--- config.mk ---
export PLATFORM = sky130hd
export DESIGN_NAME = eq_gain_regbank_ctrl
export DESIGN_NICKNAME = d
export VERILOG_FILES = /design/src/rtl/eq_gain_regbank_ctrl.sv
export SDC_FILE = /design/constraint.sdc
export NUM_CORES = 1
export LEC_CHECK = 0
export CAP_MARGIN = 30
export CORE_ASPECT_RATIO = 1.4
export CORE_UTILIZATION = 35
export CTS_CLUSTER_SIZE = 14
export DETAILED_ROUTE_END_ITERATION = 10
export SLEW_MARGIN = 10
export SYNTH_ARGS = -nofsm -noshare
export SYNTH_HDL_FRONTEND = slang
export SYNTH_SLANG_ARGS = --single-unit
--- constraint.sdc ---
create_clock -name clk -period 6.25 [get_ports clk]
set_input_delay 1.25 -clock clk [delete_from_list [all_inputs] [get_ports clk]]
set_output_delay 1.25 -clock clk [all_outputs]
set_load 0.02 [all_outputs]
--- src/rtl/eq_gain_regbank_ctrl.sv ---
// eq_gain_regbank_ctrl
// Turns the byte stream from i2c_slave into writes to a double-buffered
// equalizer band-gain bank. The first byte after START is a register pointer
// (addresses 1..NUM_BANDS). Each following byte writes the next shadow gain,
// and the pointer auto-increments. Shadow gains are copied into the active bank
// all at once on a sample boundary, so the filter never sees a partial update.
//
// Input protocol: i2c_start, i2c_data_valid and sample_tick are single-cycle
// pulses. There is no ready/backpressure path, so every accepted pulse is
// consumed in the cycle it is seen. When i2c_start and i2c_data_valid are high
// in the same cycle, START wins and the byte is ignored.
module eq_gain_regbank_ctrl #(
  parameter int                NUM_BANDS    = 10,
  parameter int                GAIN_W       = 8,
  parameter logic [GAIN_W-1:0] MAX_GAIN     = 8'd255,
  parameter int                IDLE_TIMEOUT = 1024
) (
  input  logic                          clk,
  input  logic                          reset_n,
  input  logic                          i2c_start,
  input  logic [7:0]                    i2c_data,
  input  logic                          i2c_data_valid,
  output logic [7:0]                    i2c_rd_data,
  input  logic                          sample_tick,
  input  logic                          err_clr,
  output logic [NUM_BANDS*GAIN_W-1:0]   gain_bus,
  output logic                          gains_updated,
  output logic                          busy,
  output logic                          err_range,
  output logic                          err_overflow
);

  localparam int CNT_W = $clog2(IDLE_TIMEOUT + 1);

  typedef enum logic [1:0] {
    ST_IDLE    = 2'd0,
    ST_GET_PTR = 2'd1,
    ST_WRITE   = 2'd2
  } state_e;

  state_e                        state_q,      state_d;
  logic [CNT_W-1:0]              idle_cnt_q,   idle_cnt_d;
  logic [7:0]                    ptr_q,        ptr_d;
  logic                          ptr_valid_q,  ptr_valid_d;
  logic                          dirty_q,      dirty_d;
  logic [NUM_BANDS*GAIN_W-1:0]   shadow_q,     shadow_d;
  logic [NUM_BANDS*GAIN_W-1:0]   active_q,     active_d;
  logic                          upd_q,        upd_d;
  logic                          busy_q,       busy_d;
  logic                          err_range_q,  err_range_d;
  logic                          err_ovf_q,    err_ovf_d;
  logic [7:0]                    rd_data_q,    rd_data_d;

  logic                          commit;
  logic                          timeout;
  logic                          wr_en;
  logic                          range_evt;
  logic                          ovf_evt;
  logic                          ptr_in_bank;
  logic                          new_ptr_ok;
  logic [GAIN_W-1:0]             wr_val;

  // Next-state logic: transaction FSM, pointer, shadow/active banks, sticky errors
  always_comb begin
    state_d     = state_q;
    ptr_d       = ptr_q;
    ptr_valid_d = ptr_valid_q;
    wr_en       = 1'b0;
    range_evt   = 1'b0;
    ovf_evt     = 1'b0;

    // A commit needs the bus to be quiet; the START of a new transaction in the
    // same cycle still sees IDLE here, so that commit is not lost.
    commit      = (state_q == ST_IDLE) && dirty_q && sample_tick;
    timeout     = (idle_cnt_q == CNT_W'(IDLE_TIMEOUT));
    ptr_in_bank = (ptr_q != 8'd0) && (int'(ptr_q) <= NUM_BANDS);
    new_ptr_ok  = (i2c_data != 8'd0) && (int'(i2c_data) <= NUM_BANDS);

    if (int'(i2c_data) > int'(MAX_GAIN)) begin
      wr_val = MAX_GAIN;
    end else begin
      wr_val = GAIN_W'(i2c_data);
    end

    // Idle counter saturates so a long-idle bus never wraps back into activity
    if (i2c_start || i2c_data_valid) begin
      idle_cnt_d = '0;
    end else if (!timeout) begin
      idle_cnt_d = idle_cnt_q + 1'b1;
    end else begin
      idle_cnt_d = idle_cnt_q;
    end

    if (i2c_start) begin
      state_d = ST_GET_PTR;
    end else begin
      case (state_q)
        ST_IDLE: begin
          state_d = ST_IDLE;
        end
        ST_GET_PTR: begin
          if (i2c_data_valid) begin
            ptr_d       = i2c_data;
            ptr_valid_d = new_ptr_ok;
            range_evt   = !new_ptr_ok;
            state_d     = ST_WRITE;
          end else if (timeout) begin
            state_d = ST_IDLE;
          end
        end
        ST_WRITE: begin
          if (i2c_data_valid) begin
            // An invalid pointer was already flagged; its data is dropped quietly
            if (ptr_valid_q) begin
              if (ptr_in_bank) begin
                wr_en = 1'b1;
                ptr_d = ptr_q + 8'd1;
              end else begin
                ovf_evt = 1'b1;
              end
            end
          end else if (timeout) begin
            state_d = ST_IDLE;
          end
        end
        default: begin
          state_d = ST_IDLE;
        end
      endcase
    end

    shadow_d = shadow_q;
    for (int k = 0; k < NUM_BANDS; k++) begin
      if (wr_en && (int'(ptr_q) == k + 1)) begin
        shadow_d[k*GAIN_W +: GAIN_W] = wr_val;
      end
    end

    active_d = commit ? shadow_q : active_q;

    if (commit) begin
      dirty_d = 1'b0;
    end else if (wr_en) begin
      dirty_d = 1'b1;
    end else begin
      dirty_d = dirty_q;
    end

    upd_d       = commit;
    busy_d      = (state_d != ST_IDLE) || dirty_d;
    // A new error event outranks a same-cycle clear
    err_range_d = range_evt || (err_range_q && !err_clr);
    err_ovf_d   = ovf_evt   || (err_ovf_q   && !err_clr);

    rd_data_d = 8'h00;
    for (int k = 0; k < NUM_BANDS; k++) begin
      if (ptr_valid_q && (int'(ptr_q) == k + 1)) begin
        rd_data_d = 8'(shadow_q[k*GAIN_W +: GAIN_W]);
      end
    end
  end

  // State registers; reset discards any in-flight transaction without a commit
  always_ff @(posedge clk or negedge reset_n) begin
    if (!reset_n) begin
      state_q     <= ST_IDLE;
      idle_cnt_q  <= '0;
      ptr_q       <= 8'd0;
      ptr_valid_q <= 1'b0;
      dirty_q     <= 1'b0;
      shadow_q    <= '0;
      active_q    <= '0;
      upd_q       <= 1'b0;
      busy_q      <= 1'b0;
      err_range_q <= 1'b0;
      err_ovf_q   <= 1'b0;
      rd_data_q   <= 8'h00;
    end else begin
      state_q     <= state_d;
      idle_cnt_q  <= idle_cnt_d;
      ptr_q       <= ptr_d;
      ptr_valid_q <= ptr_valid_d;
      dirty_q     <= dirty_d;
      shadow_q    <= shadow_d;
      active_q    <= active_d;
      upd_q       <= upd_d;
      busy_q      <= busy_d;
      err_range_q <= err_range_d;
      err_ovf_q   <= err_ovf_d;
      rd_data_q   <= rd_data_d;
    end
  end

  assign gain_bus      = active_q;
  assign gains_updated = upd_q;
  assign busy          = busy_q;
  assign err_range     = err_range_q;
  assign err_overflow  = err_ovf_q;
  assign i2c_rd_data   = rd_data_q;

endmodule

After elaboration in Yosys (flattened, before gate mapping) --
Index checks and enable logic that the tools add are counted.
Storage, ports and cells: bits of input ports 14, register bits 195, output and inout port bits 92
Operators by class: multiplexer cells 37, magnitude comparators 2, equality and inequality tests 18, reductions and logical operators 39, bitwise operators 1, $add $sub $neg 2
Operators by type and width (number):
- $mux W8 | 14
- $eq A8 B4 Y1 const B | 4
- $logic_and A1 B1 Y1 | 26
- $eq A8 B5 Y1 const B | 3
- $mux W11 | 2
- $eq A8 B3 Y1 const B | 2
- $le A8 B4 Y1 const B | 2
- $pmux W8 S2 | 1
- $reduce_bool A8 Y1 | 2
- $mux W1 | 15
- $add A11 B1 Y11 const B | 1
- $eq A11 B11 Y1 const B | 1
- $add A8 B1 Y8 const B | 1
- $eq A8 B2 Y1 const B | 1
- $mux W2 | 4
- $ne A2 B2 Y1 const B | 4
- $reduce_and A6 Y1 | 1
- $logic_or A1 B1 Y1 | 4
- $pmux W2 S2 | 1
- $reduce_bool A2 Y1 | 2
- $reduce_and A3 Y1 | 1
- $eq A2 B1 Y1 const B | 1
- $eq A2 B2 Y1 const B | 1
- $logic_not A1 Y1 | 2
- 3 further kinds | 3

Depth between registers and ports, before layout --
Gate-level depths: netlist (run 1).
word-level depth 12, depth in mapped cells 8

Least setup slack after synthesis (run 1) --
No wires, ideal clock.
kind input to register, start point input i2c_start, end point register shadow_q[25], arrival 2.502 ns, setup time 0.125 ns, buffers on the path 1, setup slack 3.623 ns, stages on the path 5, data required time 6.125 ns, path through nand4b_1 nor2_8 and3_1 buf_4 mux2_2
Between the ends: longest elaborated chain between the ends 2
Ends and longest elaborated chain:
- start: declaration | line 20 | input logic i2c_start,
- $mux W1 | line 94 | if (i2c_start) begin
- $logic_and A1 B1 Y1 | line 134 | if (wr_en && (int'(ptr_q) == k + 1)) begin
- end signal: assignment | line 184 | shadow_q <= shadow_d;
- end: declaration | line 46 | logic [NUM_BANDS*GAIN_W-1:0] shadow_q, shadow_d;
Every way passes these cells. A chain may end at the register's enable or synchronous reset.

Worst setup path in the final report (run 1) --
start point register ptr_q[1], end point register rd_data_q[0] (netlist: i2c_rd_data[0])
Between the ends: longest elaborated chain between the ends 12
Ends and longest elaborated chain:
- start: declaration | line 43 | logic [7:0] ptr_q, ptr_d;
- start signal: assignment | line 181 | ptr_q <= ptr_d;
- $eq A8 B2 Y1 | line 157 | if (ptr_valid_q && (int'(ptr_q) == k + 1)) begin
- $logic_and A1 B1 Y1 | line 157
- $mux W8 (9 in series) | line 157
- $mux W8 * | line 157
- via rd_data_d[0] | line 52 | logic [7:0] rd_data_q, rd_data_d;
- end signal: assignment | line 190 | rd_data_q <= rd_data_d;
- end: declaration | line 52
The timed path passes the listed nets; every way through them passes the cells marked *.

==> impl_metrics.py, run 1 <==
metrics = {
    "power_and_ir_drop": {
        "netSwitchingFraction_pct": 28.0,
        "p_total_mw": 2.75,
        "vdd_drop_max_mv": 0.166,
        "p_switching_uw": 769,
        "power.leakage_nw": 5.10,
        "clkPwrFrac_pct": 40.6,
        "p_seq_share_pct": 47.6,
        "comb_power_share_pct": 11.8,
        "power_density_mw_per_mm2": 258,
        "p_int_mw": 1.98,
    },
    "worst_setup_path": {
        "worstPathRequired_ps": 6570,
        "critical_path_class": "reg -> reg",
        "crit_path_start_kind": "flip-flop",
        "cp_slowest_cell": "a2111oi_0",
        "crit_fanout": 24,
        "path_buf_inv": 1,
        "worst-endpoint-arrival_ps": 3620,
        "cp-end-kind": "flip-flop",
        "crit_path_max_incr_delay_ps": 920,
        "crit_family": "compound AO/OA/AOI/OAI gates",
        "crit_chain": "inv_1 -> ha_1 -> nor2_1 -> a2111oi_0 -> a21oi_1 -> o22ai_1",
    },
    "sta": {
        "timing.fmax_mhz": 304,
        "rsz0062_at_grt": "false",
        "setup_viol": 0,
        "fin_crit_ps": 3290,
        "worstMarginPinSlew_ps": 927,
        "finalCritPeriodShare_pct": 52.7,
        "setup_ws_ps": 2960,
        "drv_slew": 0,
        "timing.final.hold_violations": 0,
        "max_slew_margin_pct": 36.6,
        "setup_tns_ps": 0,
        "finClkSkew_ps": 10.0,
    },
    "cts": {
        "cts_max_level": 4,
        "cts.repair.resized": 0,
        "cts_buffer_depth": 2,
        "cts_root_buf": "clkbuf_16",
        "insertion_delay_ps": 440,
        "clock-sinks": 195,
        "cts_hold_buffers": 0,
        "cts_tree": "done",
        "cts_buffers": 17,
        "post-cts-setup-buffers": 0,
        "worst_setup_hold_path_clk_slew_ps": 80,
    },
    "routing": {
        "final_antenna_net_count": 0,
        "drc_errors": 0,
        "detail_route.first_pass.iterations": 6,
        "num_vias": 6541,
        "drtIter0Drc": 412,
        "wire_per_inst_um": 18.8,
        "vias_per_cell": 5.17,
        "wl_um": 23800,
    },
    "logic_synthesis": {
        "avgSynthCellArea_um2": 10.2,
        "synth_edf_count": 0,
        "yosysSeqAreaShare_pct": 55.7,
        "synth.distinct_cells": 54,
        "netlist_area_mm2": 0.00875,
        "yosysWarnings": 0,
        "synth_top_flop_cell": "dfrtp_1",
        "ys_ff_latch": 195,
        "postSynthNetCount": 882,
        "syn_inst": 859,
        "async_flop_share_pct": 100,
    },
    "placed_design": {
        "placed_area_mm2": 0.0100,
        "preCtsSetupSlack_ps": 2660,
        "port_buffers": 105,
        "hpwl_um": 16200,
        "gp_congestion": 0.838,
    },
    "global_routing": {
        "grtUsageTotal_pct": 19.5,
        "grt_pass1_vias": 6532,
        "grt_pass1_wl_um": 37400,
        "grt_max_degree": 85,
        "antenna_found_initial": 0,
        "grt_overflow": 0,
    },
    "final_layout": {
        "final_common_cell": "nand2_1",
        "final_nets": 959,
        "final_util_pct": 43.3,
        "antennaDiodeCount": 0,
        "design_area_mm2": 0.0107,
        "most-common-layout-cells": "nand2_1, dfrtp_1, clkdlybuf4s50_1, mux2_2, a21oi_1",
        "drive_gt1_share_pct": 14.3,
        "area_growth_pct": 21.7,
    },
    "floorplanning": {
        "fp-row-count": 68,
        "initial_core_util_pct": 35.6,
        "die_w_um": 136,
        "top_level_ports": 106,
        "die_h_um": 189,
        "coreArea_mm2": 0.0246,
        "die-area_mm2": 0.0257,
    },
    "status": {
        "status": "finished clean",
    },
    "worst_hold_path": {
        "min_path_type": "reg -> reg",
    },
    "flow_run": {
        "cap_violations": 0,
    },
}
-- flip-flops by register name (all words and copies together), names as in the netlist --
signal	flops
gain_bus	80
idle_cnt_q	11
shadow_q	80
i2c_rd_data	8
err_overflow	1
state_q	2
gains_updated	1
ptr_q	8
err_range	1
dirty_q	1
busy	1
ptr_valid_q	1
-- synth_stat cells (7+ instances only) --
cell,count,area (µm²)
ha_1,9,113
a211oi_1,9,67.6
nor3b_1,7,52.6
nand2b_1,12,75.1
a21oi_1,32,160
o22ai_1,11,68.8
nand2_1,255,957
clkbuf_1,38,143
mux2_2,80,901
o21ai_0,17,85.1
dfrtp_1,195,4880
buf_1,11,41.3
xor2_1,7,61.3
inv_1,22,82.6
nor2_1,22,82.6
a2111oi_0,7,61.3
nor3_1,10,50.1
a31oi_1,10,62.6
nand3_2,7,70.1
nor2b_1,16,100
nand3_1,9,45.0
-- power groups by stage --
stage,logic [mW],registers [mW],clock network (mW)
2_1_floorplan,0.229,1.32,0
4_1_cts,0.325,1.31,1.14
3_5_place_dp,0.324,1.33,0
5_1_grt,0.358,1.31,1.19
3_3_place_gp,0.323,1.33,0
6_report,0.325,1.31,1.12
-- layer usage --
layer	share of wire (%)	vias to the layer above	global-route usage, %
met5	0	-	0
met4	2.7	0	7.87
met3	3.8	39	3.19
met2	51	170	32.2
met1	43	3257	25.2
li1	-	3075	-
-- final cells by class --
class / count / area (µm²)
Sequential cell: 195 / 4880
Clock inverter: 12 / 139
Timing Repair Buffer: 110 / 1090
Tap cell: 315 / 394
Clock buffer: 20 / 467
Fill cell: 2364 / 13900
Multi-Input combinational cell: 588 / 3590
Inverter: 24 / 90.1
-- kinds of logic (layout without fill, tap and decap cells) --
kind of cell / count (synthesis) / count (layout) / synth area share (%)
XOR/XNOR: 9 / 9 / 0.900
flip-flops: 195 / 195 / 55.7
AND/OR/NAND/NOR: 372 / 372 / 19.3
buffers and inverters: 76 / 166 / 3.40
adder cells (fa/ha/maj): 9 / 9 / 1.29
AO/OA/AOI/OAI: 112 / 112 / 8.36
multiplexers: 86 / 86 / 11.0
-- final timing paths --
path | slack [ps] | start | cells past startpoint | to
max | 2960 | ptr_q[1] | 6 | i2c_rd_data[0]
min | 470 | gain_bus[57] | 2 | gain_bus[57]
max reg2reg | 2960 | ptr_q[1] | 6 | i2c_rd_data[0]
min reg2reg | 470 | gain_bus[57] | 2 | gain_bus[57]
max in group asynchronous | 4050 | reset_n | 2 | shadow_q[8]
min in group asynchronous | 850 | reset_n | 1 | gain_bus[53]
-- worst reg2reg max path, delay by kind of cell, from the launching register on --
kind	cells	cell delay, ps
buffers and inverters	1	120
DFF	1	430
adders and majority gates	1	770
AOI/OAI and AO/OA	3	1400
and+or+nand+nor	1	470
-- metrics by stage --
stage	hold slack, ps	std cells
after floorplan	446	859
final	473	1264
after CTS	481	1264
after global routing	506	1264
after global placement	462	1232
after detailed placement	461	1232
No activity file was read; power rests on OpenSTA's default activity.
==> inputs of run 2 (changes only) <==
==> constraint.sdc (replaced) <==
create_clock -name clk -period 2.9 [get_ports clk]
set_input_delay 0.58 -clock clk [delete_from_list [all_inputs] [get_ports clk]]
set_output_delay 0.58 -clock clk [all_outputs]
set_load 0.02 [all_outputs]
==> run 2 against run 1 <==
Against the previous run:
- clock-buffer cell count decreased by 2
- sequential power increased by 120%
- design area increased by 2.2%
- combinational power increased by 140%
- worst hold slack got worse by 330 ps
- total power increased by 120%
- clock power increased by 120%
- sequential share of layout area decreased by 0.97 points
- non-clock buffer count increased by 29
- flip-flop and latch count unchanged
==> impl_metrics.py, run 2 (synthesized netlist as in run 1, its figures left out) <==
metrics = {
    "status": {
        "status": "finished clean",
    },
    "routing": {
        "final_antenna_net_count": 0,
        "detail_route.first_pass.iterations": 5,
        "wire_per_inst_um": 18.5,
        "drtIter0Drc": 409,
        "vias_per_cell": 5.15,
        "num_vias": 6662,
        "drc_errors": 0,
        "wl_um": 23900,
    },
    "final_layout": {
        "antennaDiodeCount": 0,
        "design_area_mm2": 0.0109,
        "final_nets": 988,
        "most-common-layout-cells": "nand2_1, dfrtp_1, clkdlybuf4s50_1, mux2_2, buf_4",
        "area_growth_pct": 24.3,
        "drive_gt1_share_pct": 16.9,
        "final_common_cell": "nand2_1",
        "stdcell_count": 1293,
    },
    "worst_setup_path": {
        "crit_path_start_kind": "flip-flop",
        "r2r_cells": 7,
        "worstPathRequired_ps": 3220,
        "r2r-end": "ptr_q[7]",
        "crit_fanout": 13,
        "critical_path_class": "reg -> reg",
        "cp-end-kind": "flip-flop",
        "reg2reg_setup_slack_ps": 410,
        "worst-endpoint-arrival_ps": 2810,
        "r2r-start": "ptr_q[0]",
    },
    "power_and_ir_drop": {
        "power_density_mw_per_mm2": 555,
        "p_seq_share_pct": 46.7,
        "power.leakage_nw": 5.24,
        "clkPwrFrac_pct": 40.4,
        "p_switching_mw": 1.69,
        "p_int_mw": 4.36,
        "netSwitchingFraction_pct": 27.9,
        "vdd_drop_max_mv": 0.372,
        "p_total_mw": 6.04,
        "comb_power_share_pct": 12.9,
    },
    "sta": {
        "setup_ws_ps": 413,
        "max_slew_margin_pct": 41.4,
        "setup_viol": 0,
        "setup_tns_ps": 0,
        "timing.fmax_mhz": 402,
        "timing.final.hold_violations": 0,
        "fin_crit_ps": 2490,
        "worstMarginPinSlew_ps": 880,
        "drv_slew": 0,
        "finalCritPeriodShare_pct": 85.7,
        "rsz0062_at_grt": "false",
        "finClkSkew_ps": 10.6,
    },
    "cts": {
        "cts_buffers": 17,
        "clock-sinks": 195,
        "cts_max_level": 4,
        "cts_buffer_depth": 2,
        "post-cts-setup-buffers": 0,
        "cts_tree": "done",
        "insertion_delay_ps": 450,
        "cts_hold_buffers": 0,
        "worst_setup_hold_path_clk_slew_ps": 80,
        "cts_root_buf": "clkbuf_16",
        "cts.repair.resized": 0,
    },
    "floorplanning": {
        "initial_core_util_pct": 35.6,
        "coreArea_mm2": 0.0246,
        "die_h_um": 189,
        "die_w_um": 136,
        "top_level_ports": 106,
        "die-area_mm2": 0.0257,
        "fp-row-count": 68,
    },
    "global_routing": {
        "grt_pass1_wl_um": 38400,
        "antenna_found_initial": 0,
        "grt_max_degree": 88,
        "grt_pass1_vias": 6918,
        "grt_overflow": 0,
        "grtUsageTotal_pct": 20.0,
    },
    "worst_hold_path": {
        "min_path_type": "in -> async",
    },
    "placed_design": {
        "dp.cells": 1261,
        "hpwl_um": 17100,
        "port_buffers": 105,
        "gp_congestion": 0.869,
        "placed_area_mm2": 0.0103,
        "preCtsSetupSlack_ps": 222,
    },
    "flow_run": {
        "cap_violations": 0,
    },
}
run 2: metrics by stage:
step,hold WS [ps],utilization (%)
floorplan,284,-
global placement,459,41.8
detailed placement,461,41.8
CTS,164,44.3
global route,187,44.3
finish,141,44.3
run 2: worst max-delay path by stage:
stage                   end       from  depth (start not counted)  slack [ps]
2_1_floorplan  shadow_q[25]   ptr_q[4]                          6         880
3_3_place_gp   shadow_q[45]  i2c_start                          6         290
5_1_grt            ptr_q[7]   ptr_q[0]                          7         330
4_1_cts            ptr_q[7]   ptr_q[0]                          7         460
6_report           ptr_q[7]   ptr_q[0]                          7         410
3_5_place_dp   shadow_q[27]  i2c_start                          5         220
run 2: critical path, cell delays in order (launching register included):
cell and delay (ps):
dfrtp_1 460, inv_1 130, ha_1 390, buf_4 250, nor2b_1 150, o22ai_1 330
a21o_1 290, mux2_2 360
run 2: metal layers:
layer  up-vias  wire, µm  track usage [%]
li1       3124         -                -
met1      3320     10200             25.1
met2       170     12000             33.3
met3        48       843             2.78
met4         0       877             9.81
met5         -         0                0
run 2: final cells by class:
cell class | instances | area (µm²)
fill | 2355 | 13700
clock inverter | 14 | 168
multi-input combinational | 588 | 3590
inverter | 24 | 90.1
timing repair buffer | 139 | 1320
tap | 315 | 394
sequential | 195 | 4880
clock buffer | 18 | 439
run 2: power groups by stage:
| stage | clock network (mW) | registers (mW) | logic [mW] |
|---|---|---|---|
| 3_3_place_gp | 0 | 2.87 | 0.767 |
| 6_report | 2.44 | 2.82 | 0.780 |
| 5_1_grt | 2.60 | 2.83 | 0.858 |
| 4_1_cts | 2.50 | 2.82 | 0.774 |
| 3_5_place_dp | 0 | 2.87 | 0.771 |
| 2_1_floorplan | 0 | 2.84 | 0.494 |
==> inputs of run 3 (changes only) <==
--- a/config.mk
+++ b/config.mk
@@ -5,6 +5,7 @@
 export SDC_FILE = /design/constraint.sdc
 export NUM_CORES = 1
 export LEC_CHECK = 0
+export ABC_CLOCK_PERIOD_IN_PS = 3190
 export CAP_MARGIN = 30
 export CORE_ASPECT_RATIO = 1.4
 export CORE_UTILIZATION = 35
==> constraint.sdc (replaced) <==
create_clock -name clk -period 3.19 [get_ports clk]
set_input_delay 0.638 -clock clk [delete_from_list [all_inputs] [get_ports clk]]
set_output_delay 0.638 -clock clk [all_outputs]
set_load 0.02 [all_outputs]
==> run 3 against run 2 <==
Against the previous run:
- utilization decreased by 0.22 points
- critical path depth unchanged
- critical endpoint unchanged
- design area decreased by 0.51%
- global-route usage decreased by 0.45 points
- largest power group unchanged
- largest cell class unchanged
- cell count decreased by 0.54%
- worst hold slack improved by 85 ps
- routed wire length increased by 0.38%
- flip-flop and latch count unchanged
- die area unchanged
==> impl_metrics.py, run 3 (synthesized netlist as in run 1, its figures left out) <==
metrics = {
    "status": {
        "status": "finished clean",
    },
    "sta": {
        "max_slew_margin_pct": 47.1,
        "finalCritPeriodShare_pct": 84.2,
        "drv_slew": 0,
        "timing.final.hold_violations": 0,
        "fin_crit_ps": 2690,
        "timing.fmax_mhz": 372,
        "hold_ws_ps": 226,
        "setup_tns_ps": 0,
        "rsz0062_at_grt": "false",
        "setup_viol": 0,
        "finClkSkew_ps": 17.8,
        "setup_ws_ps": 504,
        "worstMarginPinSlew_ps": 794,
    },
    "cts": {
        "cts_root_buf": "clkbuf_16",
        "clock-sinks": 195,
        "post-cts-setup-buffers": 0,
        "cts_tree": "done",
        "worst_setup_hold_path_clk_slew_ps": 70,
        "cts_buffers": 17,
        "cts.repair.resized": 0,
        "cts_buffer_depth": 2,
        "cts_hold_buffers": 0,
        "insertion_delay_ps": 440,
        "cts_max_level": 4,
    },
    "worst_setup_path": {
        "critical_path_class": "reg -> reg",
        "r2r_cells": 7,
        "worst-endpoint-arrival_ps": 3010,
        "r2r-start": "ptr_q[0]",
        "reg2reg_setup_slack_ps": 500,
        "crit_path_start_kind": "flip-flop",
        "cp-end-kind": "flip-flop",
        "crit_fanout": 16,
        "worstPathRequired_ps": 3510,
        "r2r-end": "ptr_q[7]",
    },
    "routing": {
        "final_antenna_net_count": 0,
        "vias_per_cell": 5.16,
        "num_vias": 6639,
        "wl_um": 24000,
        "drtIter0Drc": 379,
        "detail_route.first_pass.iterations": 5,
        "wire_per_inst_um": 18.7,
        "drc_errors": 0,
    },
    "global_routing": {
        "antenna_found_initial": 0,
        "grt_pass1_vias": 6672,
        "grt_overflow": 0,
        "grt_pass1_wl_um": 37700,
        "grtUsageTotal_pct": 19.5,
        "grt_max_degree": 73,
    },
    "final_layout": {
        "area_growth_pct": 23.7,
        "stdcell_count": 1286,
        "final_nets": 981,
        "antennaDiodeCount": 0,
        "drive_gt1_share_pct": 16.2,
        "most-common-layout-cells": "nand2_1, dfrtp_1, clkdlybuf4s50_1, mux2_2, a21oi_1",
        "final_common_cell": "nand2_1",
        "design_area_mm2": 0.0108,
    },
    "placed_design": {
        "dp.cells": 1254,
        "port_buffers": 105,
        "gp_congestion": 0.869,
        "placed_area_mm2": 0.0102,
        "hpwl_um": 17000,
        "preCtsSetupSlack_ps": 233,
    },
    "power_and_ir_drop": {
        "power.leakage_nw": 5.21,
        "power_density_mw_per_mm2": 501,
        "vdd_drop_max_mv": 0.329,
    },
    "floorplanning": {
        "coreArea_mm2": 0.0246,
        "top_level_ports": 106,
        "die_h_um": 189,
        "fp-row-count": 68,
        "initial_core_util_pct": 35.6,
        "die-area_mm2": 0.0257,
        "die_w_um": 136,
    },
    "worst_hold_path": {
        "min_path_type": "in -> async",
    },
    "flow_run": {
        "cap_violations": 0,
    },
}
## run 3: routing by layer
layer / track usage (%) / up-vias / share of wire [%]
met1: 24.1 / 3311 / 43
met2: 33.7 / 172 / 51
met4: 7.74 / 0 / 2.9
met5: 0 / - / 0
li1: - / 3115 / -
met3: 3.11 / 41 / 3.4
## run 3: cell type report
type,instances,area (µm²)
Tap cell,315,394
Sequential cell,195,4880
Timing Repair Buffer,132,1280
Inverter,24,90.1
Clock inverter,13,149
Multi-Input combinational cell,588,3590
Clock buffer,19,443
Fill cell,2371,13800
## run 3: power breakdown
part / leakage (nW) / total [mW] / switching (mW) / internal (mW)
Combinational: 2.23 / 0.689 / 0.445 / 0.243
Clock: 0.287 / 2.17 / 0.983 / 1.19
Sequential: 2.69 / 2.57 / 0.0631 / 2.50
## run 3: through the flow
| step | utilization (%) | power [mW] |
|---|---|---|
| after global placement | 41.6 | 3.29 |
| after CTS | 44.0 | 5.48 |
| after global routing | 44.0 | 5.64 |
| after detailed placement | 41.6 | 3.29 |
| final | 44.0 | 5.43 |
| after floorplan | - | 3.03 |
## run 3: worst max-delay path, stage by stage (launching register included)
cell and delay [ps]:
dfrtp_1 460, inv_1 150, ha_1 550, buf_4 320, nor2b_1 100, o22ai_1 340, a21o_1 280, mux2_2 360
## run 3: worst max-delay path by stage
stage | startpoint | to | slack (ps)
after CTS | state_q[0] | shadow_q[28] | 530
after detailed placement | i2c_data_valid | shadow_q[27] | 230
after floorplan | ptr_q[4] | shadow_q[25] | 1170
final | ptr_q[0] | ptr_q[7] | 500
after global routing | state_q[0] | shadow_q[26] | 350
after global placement | i2c_data_valid | shadow_q[24] | 290
